## src/rtl/mux_vector_sequencer.sv

```systemverilog
// rtl/mux_vector_sequencer.sv - clocked exhaustive sweep/checker for a 3-input select stage (z = c ? b : a)
module mux_vector_sequencer #(
  parameter int SETTLE_CYCLES = 1,
  parameter int REPEAT        = 1,
  parameter int CNT_W         = 8
) (
  input  logic             clk,
  input  logic             reset,
  input  logic             start,
  input  logic             z,
  output logic             a,
  output logic             b,
  output logic             c,
  output logic             busy,
  output logic             done,
  output logic [CNT_W-1:0] pass_count,
  output logic [CNT_W-1:0] fail_count,
  output logic             err_valid,
  output logic [2:0]       err_vec,
  output logic [2:0]       first_fail_vec,
  output logic             any_fail
);

  typedef enum logic [1:0] {IDLE, SETTLE, CHECK, DONE} state_t;

  localparam logic [3:0]       SETTLE_LOAD = 4'(SETTLE_CYCLES - 1);
  localparam logic [7:0]       LAST_SWEEP  = 8'(REPEAT - 1);
  localparam logic [CNT_W-1:0] CNT_MAX     = {CNT_W{1'b1}};

  state_t     state_q, state_d;
  logic [2:0] vec;
  logic [3:0] settle_cnt;
  logic [7:0] sweep_cnt;
  logic       expected;
  logic       match;
  logic       last_vec;

  assign a = vec[2];
  assign b = vec[1];
  assign c = vec[0];

  assign expected = vec[0] ? vec[1] : vec[2];
  // Case equality so an X or Z on z is scored as a mismatch rather than ignored.
  assign match    = (z === expected);
  assign last_vec = (vec == 3'd7) && (sweep_cnt == LAST_SWEEP);

  always_ff @(posedge clk) begin
    if (reset) state_q <= IDLE;
    else       state_q <= state_d;
  end

  always_comb begin
    state_d = state_q;
    busy    = 1'b0;
    done    = 1'b0;
    case (state_q)
      IDLE: begin
        if (start) state_d = SETTLE;
      end
      SETTLE: begin
        busy = 1'b1;
        if (settle_cnt == 4'd0) state_d = CHECK;
      end
      CHECK: begin
        busy    = 1'b1;
        state_d = last_vec ? DONE : SETTLE;
      end
      DONE: begin
        done = 1'b1;
        if (start) state_d = SETTLE;
      end
      default: state_d = IDLE;
    endcase
  end

  always_ff @(posedge clk) begin
    if (reset) begin
      vec            <= 3'd0;
      settle_cnt     <= 4'd0;
      sweep_cnt      <= 8'd0;
      pass_count     <= '0;
      fail_count     <= '0;
      err_valid      <= 1'b0;
      err_vec        <= 3'd0;
      first_fail_vec <= 3'd0;
      any_fail       <= 1'b0;
    end else begin
      err_valid <= 1'b0;
      case (state_q)
        IDLE, DONE: begin
          if (start) begin
            vec            <= 3'd0;
            sweep_cnt      <= 8'd0;
            settle_cnt     <= SETTLE_LOAD;
            pass_count     <= '0;
            fail_count     <= '0;
            first_fail_vec <= 3'd0;
            any_fail       <= 1'b0;
          end
        end
        SETTLE: begin
          if (settle_cnt != 4'd0) settle_cnt <= settle_cnt - 4'd1;
        end
        CHECK: begin
          if (match) begin
            if (pass_count != CNT_MAX) pass_count <= pass_count + 1'b1;
          end else begin
            if (fail_count != CNT_MAX) fail_count <= fail_count + 1'b1;
            err_valid <= 1'b1;
            err_vec   <= vec;
            if (!any_fail) begin
              first_fail_vec <= vec;
              any_fail       <= 1'b1;
            end
          end
          settle_cnt <= SETTLE_LOAD;
          // On the final vector vec stays at 7 so a/b/c hold 1,1,1 in DONE.
          if (!last_vec) begin
            vec <= vec + 3'd1;
            if (vec == 3'd7) sweep_cnt <= sweep_cnt + 8'd1;
          end
        end
        default: ;
      endcase
    end
  end

endmodule

```

## config.mk

```make
export PLATFORM = sky130hd
export DESIGN_NAME = mux_vector_sequencer
export DESIGN_NICKNAME = d
export VERILOG_FILES = /design/src/rtl/mux_vector_sequencer.sv
export SDC_FILE = /design/constraint.sdc
export NUM_CORES = 1
export LEC_CHECK = 0
export CORE_MARGIN = 8
export CORE_UTILIZATION = 45
export DETAILED_ROUTE_END_ITERATION = 8
export DONT_BUFFER_PORTS = 1
export GPL_TIMING_DRIVEN = 0
export PLACE_DENSITY = 0.72
export SYNTH_ARGS = -nofsm -noshare
export SYNTH_HDL_FRONTEND = slang
export SYNTH_SLANG_ARGS = --single-unit
```

## constraint.sdc

```tcl
create_clock -name clk -period 1.9 [get_ports clk]
set_input_delay 0.19 -clock clk [delete_from_list [all_inputs] [get_ports clk]]
set_output_delay 0.19 -clock clk [all_outputs]
set_load 0.02 [all_outputs]
```

Yosys cells after proc, flatten, opt, wreduce, memory -nomap -nowiden
Cells that the tools add are included.
{ "word_totals": {"elab_cells": 82, "inputBits": 4, "reg_bits": 41} }
{ "op_classes": {"add_sub_neg": 5, "muxes": 30, "n_eq_ne": 17, "bitwise": 2, "n_reduce_logical": 18} }
{ "op_table": {"columns": ["cell", "count"], "rows": [
  ["8-bit 2-to-1 mux", 7],
  ["8-bit case mux with 2 select lines", 3],
  ["8-bit by 1-bit adder with 8-bit output (second input constant)", 3],
  ["2-bit inequality test (second input constant)", 9],
  ["8-bit inequality test (second input constant)", 2],
  ["4-bit AND reduction", 4],
  ["3-bit 2-to-1 mux", 4],
  ["3-bit case mux with 2 select lines", 2],
  ["4-bit case mux with 3 select lines", 1],
  ["8-bit logical NOT", 1],
  ["4-bit 2-to-1 mux", 2],
  ["1-bit 2-to-1 mux", 6],
  ["2-bit 2-to-1 mux", 3],
  ["2-bit case mux with 3 select lines", 1],
  ["2-bit AND reduction", 3],
  ["3-bit AND reduction", 2],
  ["2-bit OR reduction", 3],
  ["2-bit equality test (second input constant)", 2],
  ["4-bit logical NOT", 1],
  ["4-bit nonzero test", 1],
  ["4-bit by 1-bit subtractor with 4-bit output (second input constant)", 1],
  ["3-bit by 1-bit adder with 3-bit output (second input constant)", 1],
  ["3-bit equality test (second input constant)", 1],
  ["2-bit by 1-bit equality test with 1-bit output (second input constant)", 1],
  ["7 further kinds", 8]
]} }

Depth between registers and ports, before layout
Gate-level depths: netlist of run 1.
{ "logic_depth": {"ltp_word": 4, "mapped_depth": 8} }

Worst setup path after synthesis of run 1
Ideal clock, no wire load.
{ "synth_timing": {"path_kind": "register to register", "startpoint": "reg state_q[0]", "endpoint": "reg pass_count[0]", "path_stages_with_launch": 7, "slack_ns": 0.039, "arrival_time_ns": 1.740, "required_ns": 1.779, "setup_ns": 0.121, "cell_sequence": "dfxtp_1 inv_1 ha_1 mux2i_2 a31oi_1 a21oi_1 mux2_2"} }
{ "synth_between": {"elab_chain_len": 4, "elab_cells_between_ends": 10, "classes_between": "eq/ne (5); mux (1); reduce/logical (4)"} }
{ "synth_rtl": {"columns": ["element", "line_no", "rtl"], "rows": [
  ["start, declared", "30", "state_t state_q, state_d;"],
  ["start signal, assigned", "49", "else state_q <= state_d;"],
  ["2-bit equality test / 2-bit logical NOT (equally long branches)", "89", "case (state_q)"],
  ["2-bit OR reduction (no source line)", null, null],
  ["2-bit by 1-bit inequality test with 1-bit output (no source line) / 2-bit nonzero test (equally long branches)", null, null],
  ["4-bit AND reduction (no source line)", null, null],
  ["end signal, assigned", "106", "if (pass_count != CNT_MAX) pass_count <= pass_count + 1'b1;"],
  ["end, declared", "16", "output logic [CNT_W-1:0] pass_count,"]
]} }
Several ways; a longest one is shown, not always the timed one.
A chain may end at the register's enable or synchronous reset.

Final worst setup path of run 1
Ends and elaborated chain as after synthesis.

==> results of run 1 <==
state kept, by name, summed over array words and instances (netlist names), 2 cells and up:
register and flops:
settle_cnt 4, state_q 2, first_fail_vec 3, err_vec 3, fail_count 8, pass_count 8, vec 3, sweep_cnt 8
worst min path at each step:
stage / cells past startpoint / slack [ns] / end
after floorplan: 2 / 0.38 / settle_cnt[3]
after global placement: 2 / 0.38 / settle_cnt[3]
after detailed placement: 2 / 0.40 / settle_cnt[3]
after CTS: 2 / 0.07 / settle_cnt[3]
after global routing: 2 / 0.07 / settle_cnt[3]
final: 2 / 0.08 / settle_cnt[3]
repair_timing:
action,CTS,global route
setup endpoints to repair,32,15
setup buffers,6,0
pin swaps,1,2
gates resized for setup,18,9
through the flow:
step                      std cells  instance area (µm²)  hold slack [ns]  setup WS (ns)
after global placement          341                 2460            0.385         -0.396
after floorplan                 271                 2370            0.377         0.0393
final                           354                 2700           0.0755         0.0654
after detailed placement        341                 2460            0.398         -0.393
after CTS                       354                 2680           0.0702         0.0104
after global routing            354                 2700           0.0687        0.00446
power by group:
group	total [mW]	internal, mW	switching (mW)
Sequential	0.957	0.891	0.0657
Clock	0.569	0.255	0.314
Combinational	0.833	0.335	0.498
placed cells by master, fill, tap and decap left out, types with 3 or more instances in the layout:
master,synthesis,final
o311ai_0,4,4
nor2_1,6,6
dfxtp_1,41,35
and3_1,4,4
and2_1,3,3
dfxtp_2,0,3
nor3_1,11,10
o21a_1,3,3
nand4_1,10,10
o21ai_0,14,14
a21oi_1,25,25
buf_4,1,6
buf_6,3,3
ha_1,11,9
nand2_1,29,29
dfxtp_4,0,3
nand3_1,9,9
nand3b_1,3,3
inv_1,10,10
a311oi_1,5,5
clkbuf_1,6,4
mux2i_4,2,5
o41ai_1,3,3
clkbuf_8,1,6
nand2b_1,4,4
a31oi_1,9,8
nor2b_1,6,6
o31ai_1,6,5
cells by family (layout without fill, tap and decap cells):
| family | Yosys count | in the layout |
|---|---|---|
| buffers and inverters | 21 | 34 |
| flip-flops | 41 | 41 |
| AND/OR/NAND/NOR | 104 | 104 |
| adder cells (fa/ha/maj) | 11 | 11 |
| multiplexers | 11 | 11 |
| AO/OA/AOI/OAI | 83 | 83 |
cell type report:
| cell class | count | area [µm²] |
|---|---|---|
| Buffer | 11 | 81.3 |
| Clock buffer | 6 | 72.6 |
| Clock inverter | 1 | 8.76 |
| Fill cell | 490 | 2410 |
| Inverter | 10 | 37.5 |
| Multi-Input combinational cell | 209 | 1520 |
| Sequential cell | 41 | 836 |
| Tap cell | 70 | 87.6 |
| Timing Repair Buffer | 6 | 57.6 |
per-layer routing:
layer | GRT usage, % | up-vias | share of wire [%]
li1 | - | 1053 | -
met1 | 20.9 | 1062 | 43
met2 | 28.0 | 79 | 47
met3 | 4.92 | 8 | 9.2
met4 | 5.07 | 0 | 1.1
met5 | 0 | - | 0
worst max-delay path, stage by stage (launching register included):
cell	delay (ns)
dfxtp_4	0.37
inv_1	0.07
ha_4	0.27
mux2i_4	0.19
buf_12	0.14
buf_4	0.14
a2111oi_4	0.37
mux2_2	0.22
==> impl_metrics.csv, run 1 <==
group,metric,value,unit
yosys,synthXorXnorAreaFrac,0,%
cts,clkSinkCount,41,
finish,final_core_util,52.9,%
yosys,ys_seq_elements,41,
sta,slew_headroom,58.8,%
yosys,ys_top_cells_by_count,"41 x dfxtp_1, 29 x nand2_1, 25 x a21oi_1, 14 x o21ai_0",
yosys,post_synth_inst_count,271,
cts,clockBufferDepth,2,
setup_path,crit_path_end,"pass_count[0]",
finish,diodes,0,
setup_path,r2r_end,"pass_count[0]",
finish,final_layout_size_suffix_gt1_share,18.3,%
detailed_routing,drtIter0Drc,175,
global_routing,overflow,0,
setup_path,critPathMaxFanout,8,
placement,hpwl,4.33,mm
sta,worstMarginPinSlew,0.619,ns
sta,rsz0062_at_grt,"false",
setup_path,worstPathRequired,2.14,ns
yosys,synthSimpleGateAreaFrac,24.7,%
detailed_routing,wl,6.38,mm
detailed_routing,viasPerCell,6.22,
run,cap_viol_max_count,0,
detailed_routing,drtAntennaViolNets,0,
yosys,yosys.cell_types.count,54,
global_routing,grtUsageTotal,17.1,%
yosys,yosysMostFrequentCell,"dfxtp_1",
yosys,synth_edf_count,0,
cts,cts_hold_buffers,0,
yosys,synth_mux_area_share,6.38,%
worst_hold_path,hp-start,"reset",
yosys,synth_area_leaders,"dfxtp_1 35%, ha_1 5.8%, a21oi_1 5.3%",
yosys,synthFlopType,"dfxtp_1",
sta,tns,0,ns
floorplanning,die_w,88.6,µm
setup_path,r2r_slack,0.07,ns
floorplanning,core_area,5110,µm²
cts,clkSlewWorstSetupHoldPaths,0.08,ns
sta,fin_skew,0.00770,ns
finish,final_nets,299,
global_routing,antenna_found_initial,0,
setup_path,critPathCaptureType,"flop",
sta,maxSlewViolCount,0,
setup_path,cp-startpoint,"state_q[0]",
sta,finalCritPeriodShare,96.6,%
yosys,synth_area_per_cell,8.76,µm²
global_routing,grt_pass1_wl,10.5,mm
cts,clk_latency,0.30,ns
yosys,synth_top_area_share,34.6,%
setup_path,start_kind,"flop",
yosys,synth_seq_area_share,34.6,%
detailed_routing,drc_errors,0,
sta,setup_violations,0,
floorplanning,initial_core_util,46.5,%
cts,cts_tree,"done",
yosys,synthArstFlopShare,0,%
yosys,synth_adder_area_share,5.80,%
placement,routabilityCongestion,0.894,
cts,numCtsBuffers,5,
setup_path,worst-setup-path-type,"flop to flop",
yosys,synth_top_family_by_area,"simple AND/OR/NAND/NOR gates",
yosys,syn_area,2370,µm²
placement,port_buffers,0,
yosys,synth_area_leader_cell,"dfxtp_1",
global_routing,grt_max_degree,13,
yosys,synth_compound_area_share,23.7,%
detailed_routing,wl_per_cell,18.0,µm
pwr,ir_worst_vdd,527,µV
pwr,p_leak,0.861,nW
yosys,yosys_warnings,0,
sta,fmax,0.545,GHz
sta,final-hold-violation-count,0,
floorplanning,pin_count,33,
worst_hold_path,holdCritPathClass,"primary input to flop",
status,run_status,"finished, final reports clean",
finish,area_growth,13.8,%
detailed_routing,first_pass_iters,4,
sta,min_period,1.83,ns
pwr,power,2.36,mW
cts,cts_root_buffer,"clkbuf_8",
global_routing,grt_pass1_vias,2083,
cts,htreeDepth,2,
setup_path,worst-r2r-cell-count,7,
setup_path,arrival,2.07,ns
detailed_routing,vias,2202,
pwr,powerDensity,874,nW/µm²
setup_path,r2r-start,"state_q[0]",
floorplanning,die-height,88.6,µm
floorplanning,rows,26,
floorplanning,dieArea,7850,µm²
yosys,syn-num-nets,286,
Note: power is estimated with default switching activity, not from simulation.
==> run 2, diff against run 1 <==
Settings changed: PLACE_DENSITY 0.72 to 0.7.
Clock period 1.9 ns to 1.8 ns, I/O delays scaled along.
==> impl_metrics.csv, run 2 (synthesis gave the netlist of run 1 again) <==
group,metric,value,unit
status,run_status,"finished, final reports clean",
cts,cts_hold_buffers,0,
finish,mostFrequentLayoutCells,"32 x dfxtp_1, 29 x nand2_1, 24 x a21oi_1",
detailed_routing,vias,2187,
setup_path,critPathCaptureType,"flop",
cts,htreeDepth,2,
sta,min_period,1.75,ns
floorplanning,die_w,88.6,µm
detailed_routing,viasPerCell,6.01,
worst_hold_path,hold_end,"settle_cnt[3]",
placement,routabilityCongestion,0.838,
pwr,powerDensity,982,nW/µm²
global_routing,overflow,0,
setup_path,arrival,1.98,ns
finish,diodes,0,
setup_path,worstPathRequired,2.03,ns
floorplanning,core_area,5110,µm²
setup_path,start_kind,"flop",
floorplanning,initial_core_util,46.5,%
floorplanning,pin_count,33,
global_routing,grt_pass1_wl,10.5,mm
sta,finalCritPeriodShare,97.2,%
cts,numCtsBuffers,5,
floorplanning,dieArea,7850,µm²
sta,fmax,0.572,GHz
placement,port_buffers,0,
sta,setup_violations,0,
sta,maxSlewViolCount,0,
setup_path,worst-setup-path-type,"flop to flop",
finish,final_nets,308,
setup_path,r2r_slack,0.05,ns
sta,hold_slack,0.0586,ns
detailed_routing,drtIter0Drc,136,
placement,placed_area,2480,µm²
sta,fin_skew,0.00396,ns
global_routing,antenna_found_initial,0,
placement,hpwl,4.36,mm
detailed_routing,wl,6.59,mm
cts,cts_tree,"done",
finish,mostFrequentLayoutCell,"dfxtp_1",
worst_hold_path,holdCritPathClass,"primary input to flop",
finish,top_regs,"fail_count x8, pass_count x8, sweep_cnt x8",
detailed_routing,drtAntennaViolNets,0,
setup_path,r2r-start,"settle_cnt[0]",
finish,final_layout_size_suffix_gt1_share,26.2,%
global_routing,grt_max_degree,14,
floorplanning,rows,26,
pwr,p_leak,0.966,nW
detailed_routing,wl_per_cell,18.1,µm
finish,fillCellCount,456,
cts,clk_latency,0.30,ns
worst_hold_path,hp-start,"reset",
floorplanning,die-height,88.6,µm
setup_path,critPathMaxFanout,4,
global_routing,grt_pass1_vias,2085,
finish,area_growth,22.8,%
cts,clkSlewWorstSetupHoldPaths,0.08,ns
sta,final-hold-violation-count,0,
sta,worstMarginPinSlew,0.608,ns
detailed_routing,drc_errors,0,
cts,clockBufferDepth,2,
run,cap_viol_max_count,0,
sta,slew_headroom,59.5,%
pwr,ir_worst_vdd,457,µV
global_routing,grtUsageTotal,17.1,%
cts,clkSinkCount,41,
setup_path,r2r_end,"settle_cnt[3]",
worst_hold_path,holdPathStages,2,
finish,fin_area,2910,µm²
cts,cts_root_buffer,"clkbuf_8",
detailed_routing,first_pass_iters,4,
setup_path,worst-r2r-cell-count,6,
run 2: changes by cell type in the layout (fill, tap and decap cells not counted), moves of 2 or more:
| cell | previous run | this run |
|---|---|---|
| buf_4 | 6 | 13 |
| buf_6 | 3 | 6 |
| bufinv_16 | 0 | 2 |
| dfxtp_1 | 35 | 32 |
| dfxtp_2 | 3 | 6 |
| ha_4 | 1 | 3 |
| inv_1 | 10 | 8 |
| inv_2 | 0 | 2 |
| nor3_1 | 10 | 8 |
| nor3_2 | 1 | 3 |
| o21ai_0 | 14 | 12 |
| o21ai_1 | 0 | 2 |
run 2: layout make-up:
class                           count  area (µm²)  area share (%)
Clock buffer                        5        68.8            2.36
Timing Repair Buffer               15         124            4.25
Inverter                           10        37.5            1.29
Sequential cell                    41         840            28.8
Clock inverter                      3        65.1            2.23
Multi-Input combinational cell    209        1610            55.2
Tap cell                           70        87.6            3.01
Buffer                             11        83.8            2.88
run 2: power breakdown:
part | total [mW] | leakage [nW] | switching (mW) | internal, mW
logic | 0.954 | 0.562 | 0.559 | 0.395
registers | 1.01 | 0.336 | 0.0708 | 0.942
clock network | 0.895 | 0.0681 | 0.344 | 0.551
run 2: layer usage:
layer,vias up,track usage (%),part of all wire (%)
met5,-,0,0
met4,0,7.07,1.9
met3,10,4.92,6.8
met2,59,29.6,49
met1,1041,19.0,43
li1,1077,-,-
run 2: worst max path at each step:
stage             startpoint       endpoint  slack [ns]  depth (start not counted)
4_1_cts           state_q[0]   sweep_cnt[3]       0.009                          8
3_5_place_dp      state_q[0]  fail_count[6]       -0.40                          6
6_report       settle_cnt[0]  settle_cnt[3]        0.05                          6
3_3_place_gp      state_q[0]  fail_count[6]       -0.33                          6
2_1_floorplan     state_q[0]  pass_count[4]        0.01                          8
5_1_grt           state_q[0]  pass_count[4]      -0.006                          8
run 2: critical path, stage by stage, from the launching register on:
cell,delay (ns)
dfxtp_2,0.33
inv_1,0.06
ha_4,0.17
nor3b_4,0.15
or4_4,0.49
or4_1,0.41
o21ai_1,0.08
run 2: what timing repair did:
action | CTS | global route
setup buffers | 9 | 6
pin swaps | 1 | 12
gates resized for setup | 20 | 31
endpoints found under the hold margin | 0 | 0
setup endpoints to repair | 39 | 32
run 2: stage by stage:
step	power [mW]	setup WS (ns)	util [%]	setup TNS [ns]	cells
after CTS	2.79	0.00930	53.9	0	358
after floorplan	1.57	0.00956	-	0	271
after global placement	1.74	-0.331	48.5	-6.61	341
final	2.86	0.0510	57.1	0	364
after global routing	2.98	-0.00560	57.1	-0.00560	364
after detailed placement	1.75	-0.397	48.5	-7.73	341
